File: src/rtl/custom_sync_fifo_if.sv
// ---------------------------------------------------------------------------
// custom_sync_fifo_if
//   Bundles the producer/consumer side of custom_sync_fifo into one port.
//
//   Handshake: a write is accepted on a rising edge when wen=1 and the
//   pre-edge fifo_full=0. A read is accepted on a rising edge when ren=1 and
//   the pre-edge fifo_empty=0. A rejected request is dropped and is not
//   retried. It only raises the sticky overflow/underflow flag. flush=1 on an
//   edge overrides both requests for that edge.
//
//   master : drives din/wen/ren/flush/clr_err, observes data and status
//   slave  : the FIFO itself
// ---------------------------------------------------------------------------
interface custom_sync_fifo_if #(
    parameter int DATADDRSIZE = 8,
    parameter int ADDRSIZE    = 4
);
    logic [DATADDRSIZE-1:0] din;
    logic                   wen;
    logic                   ren;
    logic                   flush;
    logic                   clr_err;
    logic [DATADDRSIZE-1:0] dout;
    logic                   fifo_full;
    logic                   fifo_empty;
    logic                   almost_full;
    logic                   almost_empty;
    logic [ADDRSIZE:0]      fifo_count;
    logic                   overflow;
    logic                   underflow;

    modport master (
        output din, wen, ren, flush, clr_err,
        input  dout, fifo_full, fifo_empty, almost_full, almost_empty,
               fifo_count, overflow, underflow
    );

    modport slave (
        input  din, wen, ren, flush, clr_err,
        output dout, fifo_full, fifo_empty, almost_full, almost_empty,
               fifo_count, overflow, underflow
    );
endinterface

File: src/rtl/custom_sync_fifo.sv
// ---------------------------------------------------------------------------
// custom_sync_fifo
//   Single-clock FIFO of 2**ADDRSIZE words of DATADDRSIZE bits. The block has
//   a registered occupancy count and full/empty/almost flags decoded from it.
//   It also has sticky overflow/underflow flags, a synchronous flush, and
//   either a registered read (FWFT=0) or a first-word-fall-through read
//   (FWFT=1).
//
//   Ports:
//     clk_i  : clock, all state changes on the rising edge
//     rst_i  : asynchronous active-high reset
//     bus    : slave side of custom_sync_fifo_if
//              (din, wen, ren, flush, clr_err in; dout, status flags,
//               fifo_count, overflow, underflow out)
// ---------------------------------------------------------------------------
module custom_sync_fifo #(
    parameter int DATADDRSIZE     = 8,
    parameter int ADDRSIZE        = 4,
    parameter int ALMOST_FULL_TH  = 12,
    parameter int ALMOST_EMPTY_TH = 2,
    parameter int FWFT            = 0
) (
    input  logic              clk_i,
    input  logic              rst_i,
    custom_sync_fifo_if.slave bus
);
    localparam int DEPTH = 2 ** ADDRSIZE;
    localparam logic [ADDRSIZE:0] DEPTH_C = (ADDRSIZE + 1)'(DEPTH);
    localparam logic [ADDRSIZE:0] AF_C    = (ADDRSIZE + 1)'(ALMOST_FULL_TH);
    localparam logic [ADDRSIZE:0] AE_C    = (ADDRSIZE + 1)'(ALMOST_EMPTY_TH);

    logic [DATADDRSIZE-1:0] mem_q [DEPTH];

    logic [ADDRSIZE-1:0]    wptr_q, wptr_d;
    logic [ADDRSIZE-1:0]    rptr_q, rptr_d;
    logic [ADDRSIZE:0]      count_q, count_d;
    logic [DATADDRSIZE-1:0] dout_q, dout_d;
    logic                   overflow_q, overflow_d;
    logic                   underflow_q, underflow_d;

    logic full_w, empty_w;
    logic wr_acc, rd_acc;
    logic ovf_set, udf_set;

    // Flags come from the registered count only, so they move on the same
    // edge as fifo_count and never glitch with the request inputs.
    assign full_w  = (count_q == DEPTH_C);
    assign empty_w = (count_q == '0);

    assign wr_acc  = bus.wen && !full_w  && !bus.flush;
    assign rd_acc  = bus.ren && !empty_w && !bus.flush;

    // A flush cycle raises no error even if it sees a full or empty FIFO.
    assign ovf_set = bus.wen && full_w  && !bus.flush;
    assign udf_set = bus.ren && empty_w && !bus.flush;

    always_comb begin
        wptr_d      = wptr_q;
        rptr_d      = rptr_q;
        count_d     = count_q;
        dout_d      = dout_q;
        overflow_d  = overflow_q;
        underflow_d = underflow_q;

        if (bus.flush) begin
            wptr_d  = '0;
            rptr_d  = '0;
            count_d = '0;
            dout_d  = '0;
        end else begin
            if (wr_acc) begin
                wptr_d = wptr_q + ADDRSIZE'(1);
            end
            if (rd_acc) begin
                rptr_d = rptr_q + ADDRSIZE'(1);
                dout_d = mem_q[rptr_q];
            end
            case ({wr_acc, rd_acc})
                2'b10:   count_d = count_q + (ADDRSIZE + 1)'(1);
                2'b01:   count_d = count_q - (ADDRSIZE + 1)'(1);
                default: count_d = count_q;
            endcase
        end

        // In FWFT mode the output is taken straight from memory. The output
        // register then stays at zero.
        if (FWFT != 0) begin
            dout_d = '0;
        end

        // A set condition in the same cycle as clr_err takes priority.
        if (ovf_set) begin
            overflow_d = 1'b1;
        end else if (bus.clr_err) begin
            overflow_d = 1'b0;
        end

        if (udf_set) begin
            underflow_d = 1'b1;
        end else if (bus.clr_err) begin
            underflow_d = 1'b0;
        end
    end

    always_ff @(posedge clk_i or posedge rst_i) begin
        if (rst_i) begin
            wptr_q      <= '0;
            rptr_q      <= '0;
            count_q     <= '0;
            dout_q      <= '0;
            overflow_q  <= 1'b0;
            underflow_q <= 1'b0;
        end else begin
            wptr_q      <= wptr_d;
            rptr_q      <= rptr_d;
            count_q     <= count_d;
            dout_q      <= dout_d;
            overflow_q  <= overflow_d;
            underflow_q <= underflow_d;
        end
    end

    // Storage is deliberately left out of reset.
    always_ff @(posedge clk_i) begin
        if (wr_acc) begin
            mem_q[wptr_q] <= bus.din;
        end
    end

    assign bus.dout         = (FWFT != 0) ? (empty_w ? '0 : mem_q[rptr_q]) : dout_q;
    assign bus.fifo_full    = full_w;
    assign bus.fifo_empty   = empty_w;
    assign bus.almost_full  = (count_q >= AF_C);
    assign bus.almost_empty = (count_q <= AE_C);
    assign bus.fifo_count   = count_q;
    assign bus.overflow     = overflow_q;
    assign bus.underflow    = underflow_q;
endmodule

File: src/flat_wrapper.sv
// flat-port wrapper written by rule: the top's interface ports become plain ports
module custom_sync_fifo_flat 
#(
    parameter int DATADDRSIZE     = 8,
    parameter int ADDRSIZE        = 4,
    parameter int ALMOST_FULL_TH  = 12,
    parameter int ALMOST_EMPTY_TH = 2,
    parameter int FWFT            = 0
)
  (clk_i, rst_i, bus_din, bus_wen, bus_ren, bus_flush, bus_clr_err, bus_dout, bus_fifo_full, bus_fifo_empty, bus_almost_full, bus_almost_empty, bus_fifo_count, bus_overflow, bus_underflow);
  custom_sync_fifo_if #(.DATADDRSIZE(DATADDRSIZE), .ADDRSIZE(ADDRSIZE)) bus_i ();
  input  logic clk_i;
  input  logic rst_i;
  input wire logic [$bits(bus_i.din)-1:0] bus_din;
  input wire logic [$bits(bus_i.wen)-1:0] bus_wen;
  input wire logic [$bits(bus_i.ren)-1:0] bus_ren;
  input wire logic [$bits(bus_i.flush)-1:0] bus_flush;
  input wire logic [$bits(bus_i.clr_err)-1:0] bus_clr_err;
  output wire logic [$bits(bus_i.dout)-1:0] bus_dout;
  output wire logic [$bits(bus_i.fifo_full)-1:0] bus_fifo_full;
  output wire logic [$bits(bus_i.fifo_empty)-1:0] bus_fifo_empty;
  output wire logic [$bits(bus_i.almost_full)-1:0] bus_almost_full;
  output wire logic [$bits(bus_i.almost_empty)-1:0] bus_almost_empty;
  output wire logic [$bits(bus_i.fifo_count)-1:0] bus_fifo_count;
  output wire logic [$bits(bus_i.overflow)-1:0] bus_overflow;
  output wire logic [$bits(bus_i.underflow)-1:0] bus_underflow;
  assign bus_i.din = bus_din;
  assign bus_i.wen = bus_wen;
  assign bus_i.ren = bus_ren;
  assign bus_i.flush = bus_flush;
  assign bus_i.clr_err = bus_clr_err;
  assign bus_dout = bus_i.dout;
  assign bus_fifo_full = bus_i.fifo_full;
  assign bus_fifo_empty = bus_i.fifo_empty;
  assign bus_almost_full = bus_i.almost_full;
  assign bus_almost_empty = bus_i.almost_empty;
  assign bus_fifo_count = bus_i.fifo_count;
  assign bus_overflow = bus_i.overflow;
  assign bus_underflow = bus_i.underflow;
  custom_sync_fifo #(.DATADDRSIZE(DATADDRSIZE), .ADDRSIZE(ADDRSIZE), .ALMOST_FULL_TH(ALMOST_FULL_TH), .ALMOST_EMPTY_TH(ALMOST_EMPTY_TH), .FWFT(FWFT)) u_core (.clk_i(clk_i), .rst_i(rst_i), .bus(bus_i));
endmodule
File: config.mk
export PLATFORM = sky130hd
export DESIGN_NAME = custom_sync_fifo_flat
export DESIGN_NICKNAME = d
export VERILOG_FILES = /design/src/rtl/custom_sync_fifo_if.sv /design/src/rtl/custom_sync_fifo.sv /design/src/flat_wrapper.sv
export SDC_FILE = /design/constraint.sdc
export NUM_CORES = 1
export LEC_CHECK = 0
export CORE_MARGIN = 3
export CORE_UTILIZATION = 50
export CTS_CLUSTER_SIZE = 25
export DETAILED_ROUTE_END_ITERATION = 16
export PLACE_DENSITY = 0.65
export REMOVE_ABC_BUFFERS = 1
export SLEW_MARGIN = 20
export SYNTH_ARGS = -nofsm -noshare
export SYNTH_HDL_FRONTEND = slang
export SYNTH_SLANG_ARGS = --single-unit
File: constraint.sdc
create_clock -name clk_i -period 3.5 [get_ports clk_i]
set_input_delay 0.35 -clock clk_i [delete_from_list [all_inputs] [get_ports clk_i]]
set_output_delay 0.35 -clock clk_i [all_outputs]
set_load 0.02 [all_outputs]
==> results.md, run 1 <==
* Run status: completed
* Portion of the clock cycle consumed by the worst path in the final layout at 0.8180
* Die Width at approximately 120 µm
* Floorplan die height at 117.5 µm
* Clock Root Buffer: sky130_fd_sc_hd__clkbuf_16
* CTS Buf Count at 17
* Worst ir drop on vdd at between 0.0004 and 0.0005 V
* Cell area after technology mapping at 6217 µm²
* Port Buffer Count at 32
* Critical path data arrival time at around 3.2 ns
* Final HPWL from detailed placement at 7456 µm
* CP Max Fanout at 9
* Initial Utilization at 0.5155
* Slack of the worst reg-to-reg path at 0.64 ns
* Post-route antenna net violation count at 0
* PostCTS Resize Cnt at 0
* Area overhead of the layout relative to synthesis at 17.59%
* Crit path kind: flip-flop to flip-flop
* Static leakage at 0.002474 µW
* Req. time, crit path at 3.81 ns
* Predominant post-synthesis flop cell: sky130_fd_sc_hd__edfxtp_1
* First-pass DRT Iterations at 4
* Post-synthesis average cell area at 17.97 µm²
* Antenna Diode Count at 0
* TritonCTS clock tree: built
* Max Root-Sink Buffers at 2
* Fraction of synthesis flops using an asynchronous set or reset pin at 0.1523
* Initial antenna violation count at 0
* Final Net Count at between 400 and 500
* Share of post-route cells with drive strength above 1 at 0.2122
* Average wire per standard cell at between 20 and 25 µm
* First DRT Iteration DRCs at 225
* Count of pins on the block boundary at 33
* Tot GR Track Use at 0.1852
* Floorplan row count at 40
* Total power density per cell area at 675.0 nW/µm²
* Full die area at 13810 µm²
* Tightest slew margin relative to the limit at 0.4139
* Vias at 3191
* Number of setup violations in the final report at 0
* Endpoint type of the worst setup path: flip-flop
* Global-route wire length before repair at 18600 µm
* Clock input transition at the sequential cells of the worst setup and hold paths at 0.06 ns
* Number of pins exceeding their max-slew limit in the final report at 0
* TritonCTS Sinks at 151
* Sum of negative setup slack at 0 ns
* Tightest Hold Check Type: primary input to asynchronous set/reset pin
* Achievable frequency at 0.3493 GHz
* Sum of routed wire length over all layers at 11960 µm
* Setup Skew at 0.008684 ns
* Remaining design rule violation count at 0
* Final hold violation count at 0
* Post-layout min period at approximately 2.9 ns
* Setup repair bufs after CTS at 0
* Area of the placeable core at 12060 µm²
* Kind of start point of the critical path: flip-flop
* Routed via count divided by cell count at 5.521
* Congestion Overflow GR at 0
* Number of enable-type register cells in the synthesized netlist at between 100 and 150
* Leading cell type in the layout, fill and taps excluded: sky130_fd_sc_hd__edfxtp_1
* Distinct cell type count of the synthesized netlist at 42
* Sequential element share of the synthesized area at 0.7108
* Slew at the pin closest to its max-slew limit at 0.8781 ns
* CTS Hold Buffers Added at 0
* Final estimated routing congestion in global placement at 0.7966
* Clock H-tree levels at 4
* Leading cell types in the layout, fill and taps excluded: sky130_fd_sc_hd__edfxtp_1 (128), sky130_fd_sc_hd__mux4_2 (32), sky130_fd_sc_hd__clkdlybuf4s50_1 (32), sky130_fd_sc_hd__nor2_1 (25), sky130_fd_sc_hd__buf_4 (23)
* Instance count of the mapped netlist at approximately 350
* Largest net degree at the start of global routing at 33
* Setup repair after global routing missed its margin: no
* Final standard cell area without fillers at about 7300 µm²
* Clk Latency, worst-skew pair at 0.42 ns
* Via count of the first global-routing pass at 3316
* Post-detailed-placement cell area at 6810 µm²
* Max-capacitance violation count at 0
* Total of flip-flops plus latches after synthesis at 151
* Synth Warn # at 0
==> cells by family after synthesis <==
group,count (synthesis),synth area share
buffers and inverters,27,0.02214
multiplexers,46,0.1397
XOR/XNOR,8,0.01127
flip-flops,151,0.7108
AND/OR/NAND/NOR,67,0.05494
AO/OA/AOI/OAI,40,0.04710
adder cells (fa/ha/maj),7,0.01409
==> metrics by stage <==
step,setup WS (ns),utilization,hold slack [ns],instances,power [µW]
6_report,0.6370,0.6061,0.4266,578,4935
4_1_cts,0.6529,0.6061,0.4621,578,4994
3_3_place_gp,0.5090,0.5646,0.4868,549,3382
5_1_grt,0.4198,0.6061,0.5120,578,5175
2_1_floorplan,0.7118,-,0.3519,326,2962
3_5_place_dp,0.4475,0.5646,0.4947,549,3407
==> worst max-delay path, stage by stage, from the launching register on <==
cell and delay, ns:
sky130_fd_sc_hd__dfrtp_1 0.49, sky130_fd_sc_hd__nor4_4 0.50, sky130_fd_sc_hd__mux2i_2 0.44, sky130_fd_sc_hd__xor2_1 0.12, sky130_fd_sc_hd__ha_1 0.23, sky130_fd_sc_hd__or3_2 0.41, sky130_fd_sc_hd__a21oi_1 0.15, sky130_fd_sc_hd__mux2i_1 0.10
sky130_fd_sc_hd__a221o_1 0.30
==> final timing paths <==
kind	from	end	depth (start not counted)
max	u_core.bus.fifo_count[1]	u_core.bus.fifo_count[4]	8
min	rst_i	u_core.bus.dout[4]	2
max reg2reg	u_core.bus.fifo_count[1]	u_core.bus.fifo_count[4]	8
min reg2reg	u_core.bus.dout[6]	u_core.bus.dout[6]	1
max in group asynchronous	rst_i	u_core.rptr_q[0]	2
min in group clk_i	u_core.bus.dout[6]	u_core.bus.dout[6]	1
==> cell usage after synthesis, types with 7 or more instances <==
cell                       instances  area share
sky130_fd_sc_hd__a211oi_1          8      0.0097
sky130_fd_sc_hd__a21oi_1          10      0.0081
sky130_fd_sc_hd__a22o_1            9       0.013
sky130_fd_sc_hd__buf_2             8      0.0064
sky130_fd_sc_hd__dfrtp_1          23       0.093
sky130_fd_sc_hd__edfxtp_1        128        0.62
sky130_fd_sc_hd__ha_1              7       0.014
sky130_fd_sc_hd__inv_1             7      0.0042
sky130_fd_sc_hd__mux2i_1          10       0.016
sky130_fd_sc_hd__mux4_2           32        0.12
sky130_fd_sc_hd__nand2_1          11      0.0066
sky130_fd_sc_hd__nor2_1           25       0.015
sky130_fd_sc_hd__nor2b_1          10       0.010
==> where the power goes <==
group / internal, µW / switching (µW)
Sequential: 2050 / 182
Clock: 949 / 634
Combinational: 587 / 530
==> state kept, by name (all words and copies together), names as in the netlist <==
name and count:
u_core.bus.dout 8, u_core.mem_q 128, u_core.bus.fifo_count 5, u_core.bus.overflow 1, u_core.bus.underflow 1, u_core.wptr_q 4
u_core.rptr_q 4
==> metal layers <==
layer	wire (µm)	global-route usage	up-vias	part of all wire
li1	-	-	1470	-
met1	5329	0.2538	1622	0.45
met2	5800	0.2865	90	0.48
met3	729	0.05670	9	0.061
met4	103	0.06300	0	0.0086
met5	0	0	-	0
==> layout make-up <==
type,instances,area [µm²]
fillers,881,4751
inverters,7,26.28
multi-input cells,168,1660
repair buffers,55,493.0
clock inverters,8,60.06
well taps,168,210.2
flip-flops and latches,151,4420
clock buffers,21,440.4
(Power assumes the default switching activity.)
==> inputs of run 2 (changes only) <==
PLACE_DENSITY = 0.68   (was 0.65)
clock period = 2.4 ns   (was 3.5 ns; I/O delays follow)
==> run 2 against run 1 <==
Against the previous run: core utilization up 2.5 points; first-iteration DRC count up 14%; via count up 2.8%; wire length up 0.84%; clock-buffer cell count up 2.
==> results.md, run 2 (synthesis results as in run 1) <==
* Run status: completed (unchanged)
* CP Max Fanout at 3 (was 9)
* Sum of routed wire length over all layers at 12060 µm (was 11960 µm)
* CP cell instances: nor4_4 > mux2i_2 > xor2_1 > ha_2 > buf_6 > a31o_4 > mux2i_2 > nor4_1 > a221o_1 (was nor4_4 > mux2i_2 > xor2_1 > ha_1 > or3_2 > a21oi_1 > mux2i_1 > a221o_1)
* Antenna Diode Count at 0 (unchanged)
* Congestion Overflow GR at 0 (unchanged)
* Total power density per cell area at 1038 nW/µm² (was 675.0 nW/µm²)
* Static leakage at 0.002625 µW (was 0.002474 µW)
* Most Frequent Cell on Critical Path: sky130_fd_sc_hd__mux2i_2
* Clock input transition at the sequential cells of the worst setup and hold paths at 0.06 ns (about the same)
* Final Net Count at 436 (was 421)
* Met2 GRT Util at 0.2858 (was 0.2865)
* Tightest slew margin relative to the limit at 0.4265 (was 0.4139)
* Flip-flop count of the largest register after layout at 128 (unchanged)
* Proportion of power drawn by combinational gates at 0.250 (was 0.226)
* Clock share of power at 0.356 (was 0.321)
* Grt met1 use at 0.2638 (was 0.2538)
* TritonCTS clock tree: built (unchanged)
* Routed via count divided by cell count at 5.502 (was 5.521)
* Part of the total power dissipated in sequential elements at 0.395 (was 0.453)
* Floorplan row count at 40 (unchanged)
* Standard cell with the maximum stage delay on the critical path: sky130_fd_sc_hd__dfrtp_1 (was sky130_fd_sc_hd__nor4_4)
* CTS Buf Count at 17 (unchanged)
* Post-layout min period at 2.374 ns (was 2.863 ns)
* Final hold violation count at 0 (unchanged)
* Switching power total at 2055 µW (was 1347 µW)
* Sum of negative setup slack at 0 ns (unchanged)
* Total placed cells including tap cells at 563 (was 549)
* Critical path data arrival time at 2.67 ns (was 3.17 ns)
* Area overhead of the layout relative to synthesis at 22.38% (was 17.59%)
* Tot GR Track Use at 0.1861 (was 0.1852)
* Area of the placeable core at 12060 µm² (unchanged)
* Count of pins on the block boundary at 33 (unchanged)
* Largest net degree at the start of global routing at 35 (was 33)
* Portion of the clock cycle consumed by the worst path in the final layout at 0.9893 (was 0.8180)
* First-pass DRT Iterations at 4 (unchanged)
* Largest Register: u_core.mem_q (unchanged)
* Achievable frequency at 0.4212 GHz (was 0.3493 GHz)
* Setup repair after global routing missed its margin: yes (was no)
* Average wire per standard cell at 20.24 µm (was 20.70 µm)
* Clk Latency, worst-skew pair at 0.41 ns (was 0.42 ns)
* Initial Utilization at 0.5155 (unchanged)
* GR Layer Usage met3 at 0.05815 (was 0.05670)
* Share of post-route cells with drive strength above 1 at 0.2593 (was 0.2122)
* Layer with the highest usage after global routing: met2 (unchanged)
* Max-capacitance violation count at 0 (unchanged)
* TritonCTS Sinks at 151 (unchanged)
* Largest stage delay, worst path at 0.41 ns (was 0.50 ns)
* Remaining design rule violation count at 0 (unchanged)
* Req. time, crit path at 2.70 ns (was 3.81 ns)
* Number of pins exceeding their max-slew limit in the final report at 0 (unchanged)
* Pint at 5845 µW (was 3587 µW)
* Worst ir drop on vdd at 0.0006234 V (was 0.0004212 V)
* Global-route wire length before repair at 18980 µm (was 18600 µm)
* Crit path kind: flip-flop to flip-flop (unchanged)
* Final estimated routing congestion in global placement at 0.8060 (was 0.7966)
* Post-route worst hold slack at 0.1698 ns (was 0.4266 ns)
* First DRT Iteration DRCs at 257 (was 225)
* Tightest Hold Check Type: primary input to asynchronous set/reset pin (unchanged)
* Leading cell types in the layout, fill and taps excluded: sky130_fd_sc_hd__edfxtp_1 (128), sky130_fd_sc_hd__buf_4 (35), sky130_fd_sc_hd__mux4_2 (32), sky130_fd_sc_hd__clkdlybuf4s50_1 (29), sky130_fd_sc_hd__nor2_1 (24) (was sky130_fd_sc_hd__edfxtp_1 (128), sky130_fd_sc_hd__mux4_2 (32), sky130_fd_sc_hd__clkdlybuf4s50_1 (32), sky130_fd_sc_hd__nor2_1 (25), sky130_fd_sc_hd__buf_4 (23))
* Sw frac at 0.2601 (was 0.2730)
* Slew at the pin closest to its max-slew limit at 0.8603 ns (was 0.8781 ns)
* Final std cells w/o fill at 596 (was 578)
* Clock H-tree levels at 4 (unchanged)
* Post-route antenna net violation count at 0 (unchanged)
* Final HPWL from detailed placement at 7585 µm (was 7456 µm)
* Max Root-Sink Buffers at 2 (unchanged)
* Port Buffer Count at 32 (unchanged)
* Initial antenna violation count at 0 (unchanged)
* Full die area at 13810 µm² (unchanged)
* Number of setup violations in the final report at 0 (unchanged)
* Via count of the first global-routing pass at 3297 (was 3316)
* Die Width at 117.5 µm (unchanged)
* Vias at 3279 (was 3191)
* Leading cell type in the layout, fill and taps excluded: sky130_fd_sc_hd__edfxtp_1 (unchanged)
* Setup Skew at 0.006279 ns (was 0.008684 ns)
* Kind of start point of the critical path: flip-flop (unchanged)
* Clock Root Buffer: sky130_fd_sc_hd__clkbuf_16 (unchanged)
* Pwr Total at 7900 µW (was 4935 µW)
* Endpoint type of the worst setup path: flip-flop (unchanged)
* Floorplan die height at 117.5 µm (unchanged)
## run 2: power groups by stage
stage | clock network [µW] | logic (µW) | registers [µW]
final | 2810 | 1970 | 3120
after global routing | 2990 | 2130 | 3130
after CTS | 2860 | 1980 | 3120
after detailed placement | 0 | 1960 | 3170
after global placement | 0 | 1930 | 3160
after floorplan | 0 | 912 | 3410
## run 2: cell type report
class	instances	area (µm²)
flip-flops and latches	151	4420
inverters	7	26.28
well taps	168	210.2
clock buffers	23	457.9
fillers	841	4453
multi-input cells	168	1685
clock inverters	9	173.9
repair buffers	70	634.4
## run 2: worst paths after layout
path	start	end	slack [ns]	cells past startpoint
min	rst_i	u_core.bus.dout[3]	0.17	3
max	u_core.bus.fifo_count[0]	u_core.bus.fifo_count[4]	0.03	9
min in group clk_i	bus_clr_err	u_core.bus.overflow	0.44	2
max in group asynchronous	rst_i	u_core.rptr_q[0]	1.97	3
max reg2reg	u_core.bus.fifo_count[0]	u_core.bus.fifo_count[4]	0.03	9
min reg2reg	u_core.bus.dout[7]	u_core.bus.dout[7]	0.50	1
## run 2: per-stage QoR
stage	setup WS [ns]	util	instance area, µm²
2_1_floorplan	-0.3882	-	6106
3_3_place_gp	-0.2582	0.5754	6940
3_5_place_dp	-0.3394	0.5754	6940
4_1_cts	-0.009868	0.6295	7592
5_1_grt	-0.08864	0.6308	7609
6_report	0.02578	0.6308	7609
## run 2: per-layer routing
metal | part of all wire | vias up
li1 | - | 1499
met3 | 0.055 | 6
met2 | 0.49 | 83
met1 | 0.45 | 1691
met4 | 0.0069 | 0
met5 | 0 | -
## run 2: timing repair
action	in CTS	in global routing
setup endpoints to repair	3	3
pin swaps	5	5
hold buffers	0	0
setup buffers	0	1
cloned	0	0
gates resized for setup	7	3
## run 2: worst max-delay path, delay by kind of cell, from the launching register on
kind	cells	cell delay, ns
flops	1	0.41
xor+xnor	1	0.12
buf+inv	1	0.12
mux	2	0.49
fa+ha+maj	1	0.20
compound gates	2	0.49
simple gates	2	0.43
==> inputs of run 3 (changes only) <==
GPL_TIMING_DRIVEN = 0   (was default)
==> run 3 against run 2 <==
Against the previous run: the flow now finishes with violations (setup timing); sequential power is 2% higher; flip-flop and latch count unchanged; combinational power grew 2%; hold slack improved by 0.16 ns; critical endpoint unchanged; largest power group unchanged; highest routed layer unchanged.
==> results.md, run 3 (synthesis results as in run 1) <==
* Run status: finished with violations (was completed)
* Violated checks: setup timing
* First-pass DRT Iterations at 4 (unchanged)
* Max Root-Sink Buffers at 2 (unchanged)
* Via count of the first global-routing pass at 3169 (was 3297)
* Initial Utilization at 0.5155 (unchanged)
* CTS Hold Buffers Added at 0 (unchanged)
* Routed via count divided by cell count at 5.494 (was 5.502)
* Congestion Overflow GR at 0 (unchanged)
* Tightest Hold Check Type: primary input to asynchronous set/reset pin (unchanged)
* Leading cell type in the layout, fill and taps excluded: sky130_fd_sc_hd__edfxtp_1 (unchanged)
* Area of the multi-input gates at 1767 µm² (was 1685 µm²)
* Final HPWL from detailed placement at 7016 µm (was 7585 µm)
* Setup repair after global routing missed its margin: yes (unchanged)
* Slack of the critical path at -0.04431 ns (was 0.02578 ns)
* Largest net degree at the start of global routing at 27 (was 35)
* Tightest slew margin relative to the limit at 0.3872 (was 0.4265)
* Area overhead of the layout relative to synthesis at 21.27% (was 22.38%)
* Critical path buffers and inverters at 1 (unchanged)
* Vias at 3181 (was 3279)
* Remaining design rule violation count at 0 (unchanged)
* Critical path data arrival time at 2.74 ns (was 2.67 ns)
* Clk Latency, worst-skew pair at 0.42 ns (was 0.41 ns)
* Origin of the critical flop-to-flop path: u_core.bus.fifo_count[1] (was u_core.bus.fifo_count[0])
* Number of pins exceeding their max-slew limit in the final report at 0 (unchanged)
* Leading cell types in the layout, fill and taps excluded: sky130_fd_sc_hd__edfxtp_1 (128), sky130_fd_sc_hd__mux4_2 (32), sky130_fd_sc_hd__clkdlybuf4s50_1 (28), sky130_fd_sc_hd__clkbuf_16 (17), sky130_fd_sc_hd__buf_4 (17) (was sky130_fd_sc_hd__edfxtp_1 (128), sky130_fd_sc_hd__buf_4 (35), sky130_fd_sc_hd__mux4_2 (32), sky130_fd_sc_hd__clkdlybuf4s50_1 (29), sky130_fd_sc_hd__nor2_1 (24))
* Flip-flop count of the largest register after layout at 128 (unchanged)
* Post-detailed-placement cell area at 6681 µm² (was 6940 µm²)
* Crit path kind: flip-flop to flip-flop (unchanged)
* Clock H-tree levels at 4 (unchanged)
* Final hold violation count at 0 (unchanged)
* First DRT Iteration DRCs at 221 (was 257)
* TritonCTS clock tree: built (unchanged)
* Global-route wire length before repair at 18450 µm (was 18980 µm)
* CP cell instances: nor4_4 > buf_4 > mux2i_4 > xor2_1 > ha_2 > or3_4 > a21oi_2 > mux2i_1 > a221o_1 (was nor4_4 > mux2i_2 > xor2_1 > ha_2 > buf_6 > a31o_4 > mux2i_2 > nor4_1 > a221o_1)
* Portion of the clock cycle consumed by the worst path in the final layout at 1.018 (was 0.9893)
* Share of post-route cells with drive strength above 1 at 0.2847 (was 0.2593)
* Tot GR Track Use at 0.1819 (was 0.1861)
* Final estimated routing congestion in global placement at 0.7428 (was 0.8060)
* Slew at the pin closest to its max-slew limit at 0.9182 ns (was 0.8603 ns)
* Final Net Count at 419 (was 436)
* Largest Register: u_core.mem_q (unchanged)
* Clock Root Buffer: sky130_fd_sc_hd__clkbuf_16 (unchanged)
* Post-layout min period at 2.444 ns (was 2.374 ns)
* Sum of routed wire length over all layers at 11760 µm (was 12060 µm)
* Standard cell with the maximum stage delay on the critical path: sky130_fd_sc_hd__dfrtp_2 (was sky130_fd_sc_hd__dfrtp_1)
* Port Buffer Count at 32 (unchanged)
* Number of setup violations in the final report at 1 (was 0)
* Slack of the worst reg-to-reg path at -0.04 ns (was 0.03 ns)
* Max-capacitance violation count at 0 (unchanged)
* Initial antenna violation count at 0 (unchanged)
* Clock input transition at the sequential cells of the worst setup and hold paths at 0.06 ns (about the same)
* Average wire per standard cell at 20.32 µm (was 20.24 µm)
* FF-to-FF path depth at 9 (unchanged)
* Fill cell count at 842 (was 841)
* Count of pins on the block boundary at 33 (unchanged)
* Die Width at 117.5 µm (unchanged)
* CP Max Fanout at 7 (was 3)
* Floorplan row count at 40 (unchanged)
* Floorplan die height at 117.5 µm (unchanged)
* Antenna Diode Count at 0 (unchanged)
* Achievable frequency at 0.4091 GHz (was 0.4212 GHz)
* Sum of negative setup slack at -0.04431 ns (was 0 ns)
* Terminus of the critical flop-to-flop path: u_core.bus.fifo_count[4] (unchanged)
* Post-route antenna net violation count at 0 (unchanged)
* Worst ir drop on vdd at 0.0006197 V (was 0.0006234 V)
* Req. time, crit path at 2.69 ns (was 2.70 ns)
* Area of all sequential standard cells at 4431 µm² (was 4420 µm²)
* Endpoint type of the worst setup path: flip-flop (unchanged)
* Static leakage at 0.002498 µW (was 0.002625 µW)
* Final standard cell area without fillers at 7540 µm² (was 7609 µm²)
* CP Depth at 9 (unchanged)
* Setup Skew at 0.01305 ns (was 0.006279 ns)
* Full die area at 13810 µm² (unchanged)
* Kind of start point of the critical path: flip-flop (unchanged)
* Total power density per cell area at 1035 nW/µm² (was 1038 nW/µm²)
* TritonCTS Sinks at 151 (unchanged)
* Cell family with most CP delay: simple AND/OR/NAND/NOR gates (was multiplexers)
* Largest stage delay, worst path at 0.46 ns (was 0.41 ns)
* CTS Buf Count at 17 (unchanged)
* Area of the placeable core at 12060 µm² (unchanged)
[run 3: worst max-delay path by stage]
stage | start | to
finish | u_core.bus.fifo_count[1] | u_core.bus.fifo_count[4]
detailed placement | bus_flush | u_core.bus.fifo_count[4]
global route | u_core.bus.fifo_count[1] | u_core.bus.fifo_count[4]
CTS | u_core.bus.fifo_count[3] | u_core.bus.fifo_count[4]
global placement | u_core.rptr_q[0] | u_core.bus.dout[0]
floorplan | u_core.rptr_q[0] | u_core.bus.dout[0]
[run 3: report_power, final]
| part | leakage (µW) | internal [µW] | switching (µW) |
|---|---|---|---|
| clock network | 0.000274 | 1620 | 991 |
| logic | 0.000771 | 1070 | 939 |
| registers | 0.00145 | 3000 | 177 |
[run 3: metal layers]
metal / track usage / wire [µm]
met4: 0.06447 / 55
met5: 0 / 0
met3: 0.05478 / 616
met2: 0.2872 / 6102
met1: 0.2434 / 4989
[run 3: timing repair]
| item | 4_1_cts | 5_1_grt |
|---|---|---|
| pin swaps | 2 | 3 |
| gates resized for setup | 23 | 7 |
| endpoints found under the setup margin | 79 | 47 |
| buffers inserted | 4 | 16 |
[run 3: metrics by stage]
stage / std cells / hold WS (ns) / util / total power (µW) / setup slack [ns]
3_5_place_dp: 527 / 0.4906 / 0.5539 / 4919 / -0.9834
2_1_floorplan: 326 / 0.2419 / - / 4320 / -0.3882
6_report: 579 / 0.3290 / 0.6251 / 7801 / -0.04431
3_3_place_gp: 526 / 0.4870 / 0.5502 / 4899 / -1.266
5_1_grt: 579 / 0.4180 / 0.6251 / 8146 / -0.1431
4_1_cts: 563 / 0.3578 / 0.6117 / 7677 / -0.008865
[run 3: area by class of cell]
| class | instances | area share |
|---|---|---|
| inverter | 7 | 0.003485 |
| multi-input combinational | 168 | 0.2343 |
| tap | 168 | 0.02788 |
| clock buffer | 18 | 0.05692 |
| clock inverter | 14 | 0.02108 |
| sequential | 151 | 0.5876 |
| timing repair buffer | 53 | 0.06870 |
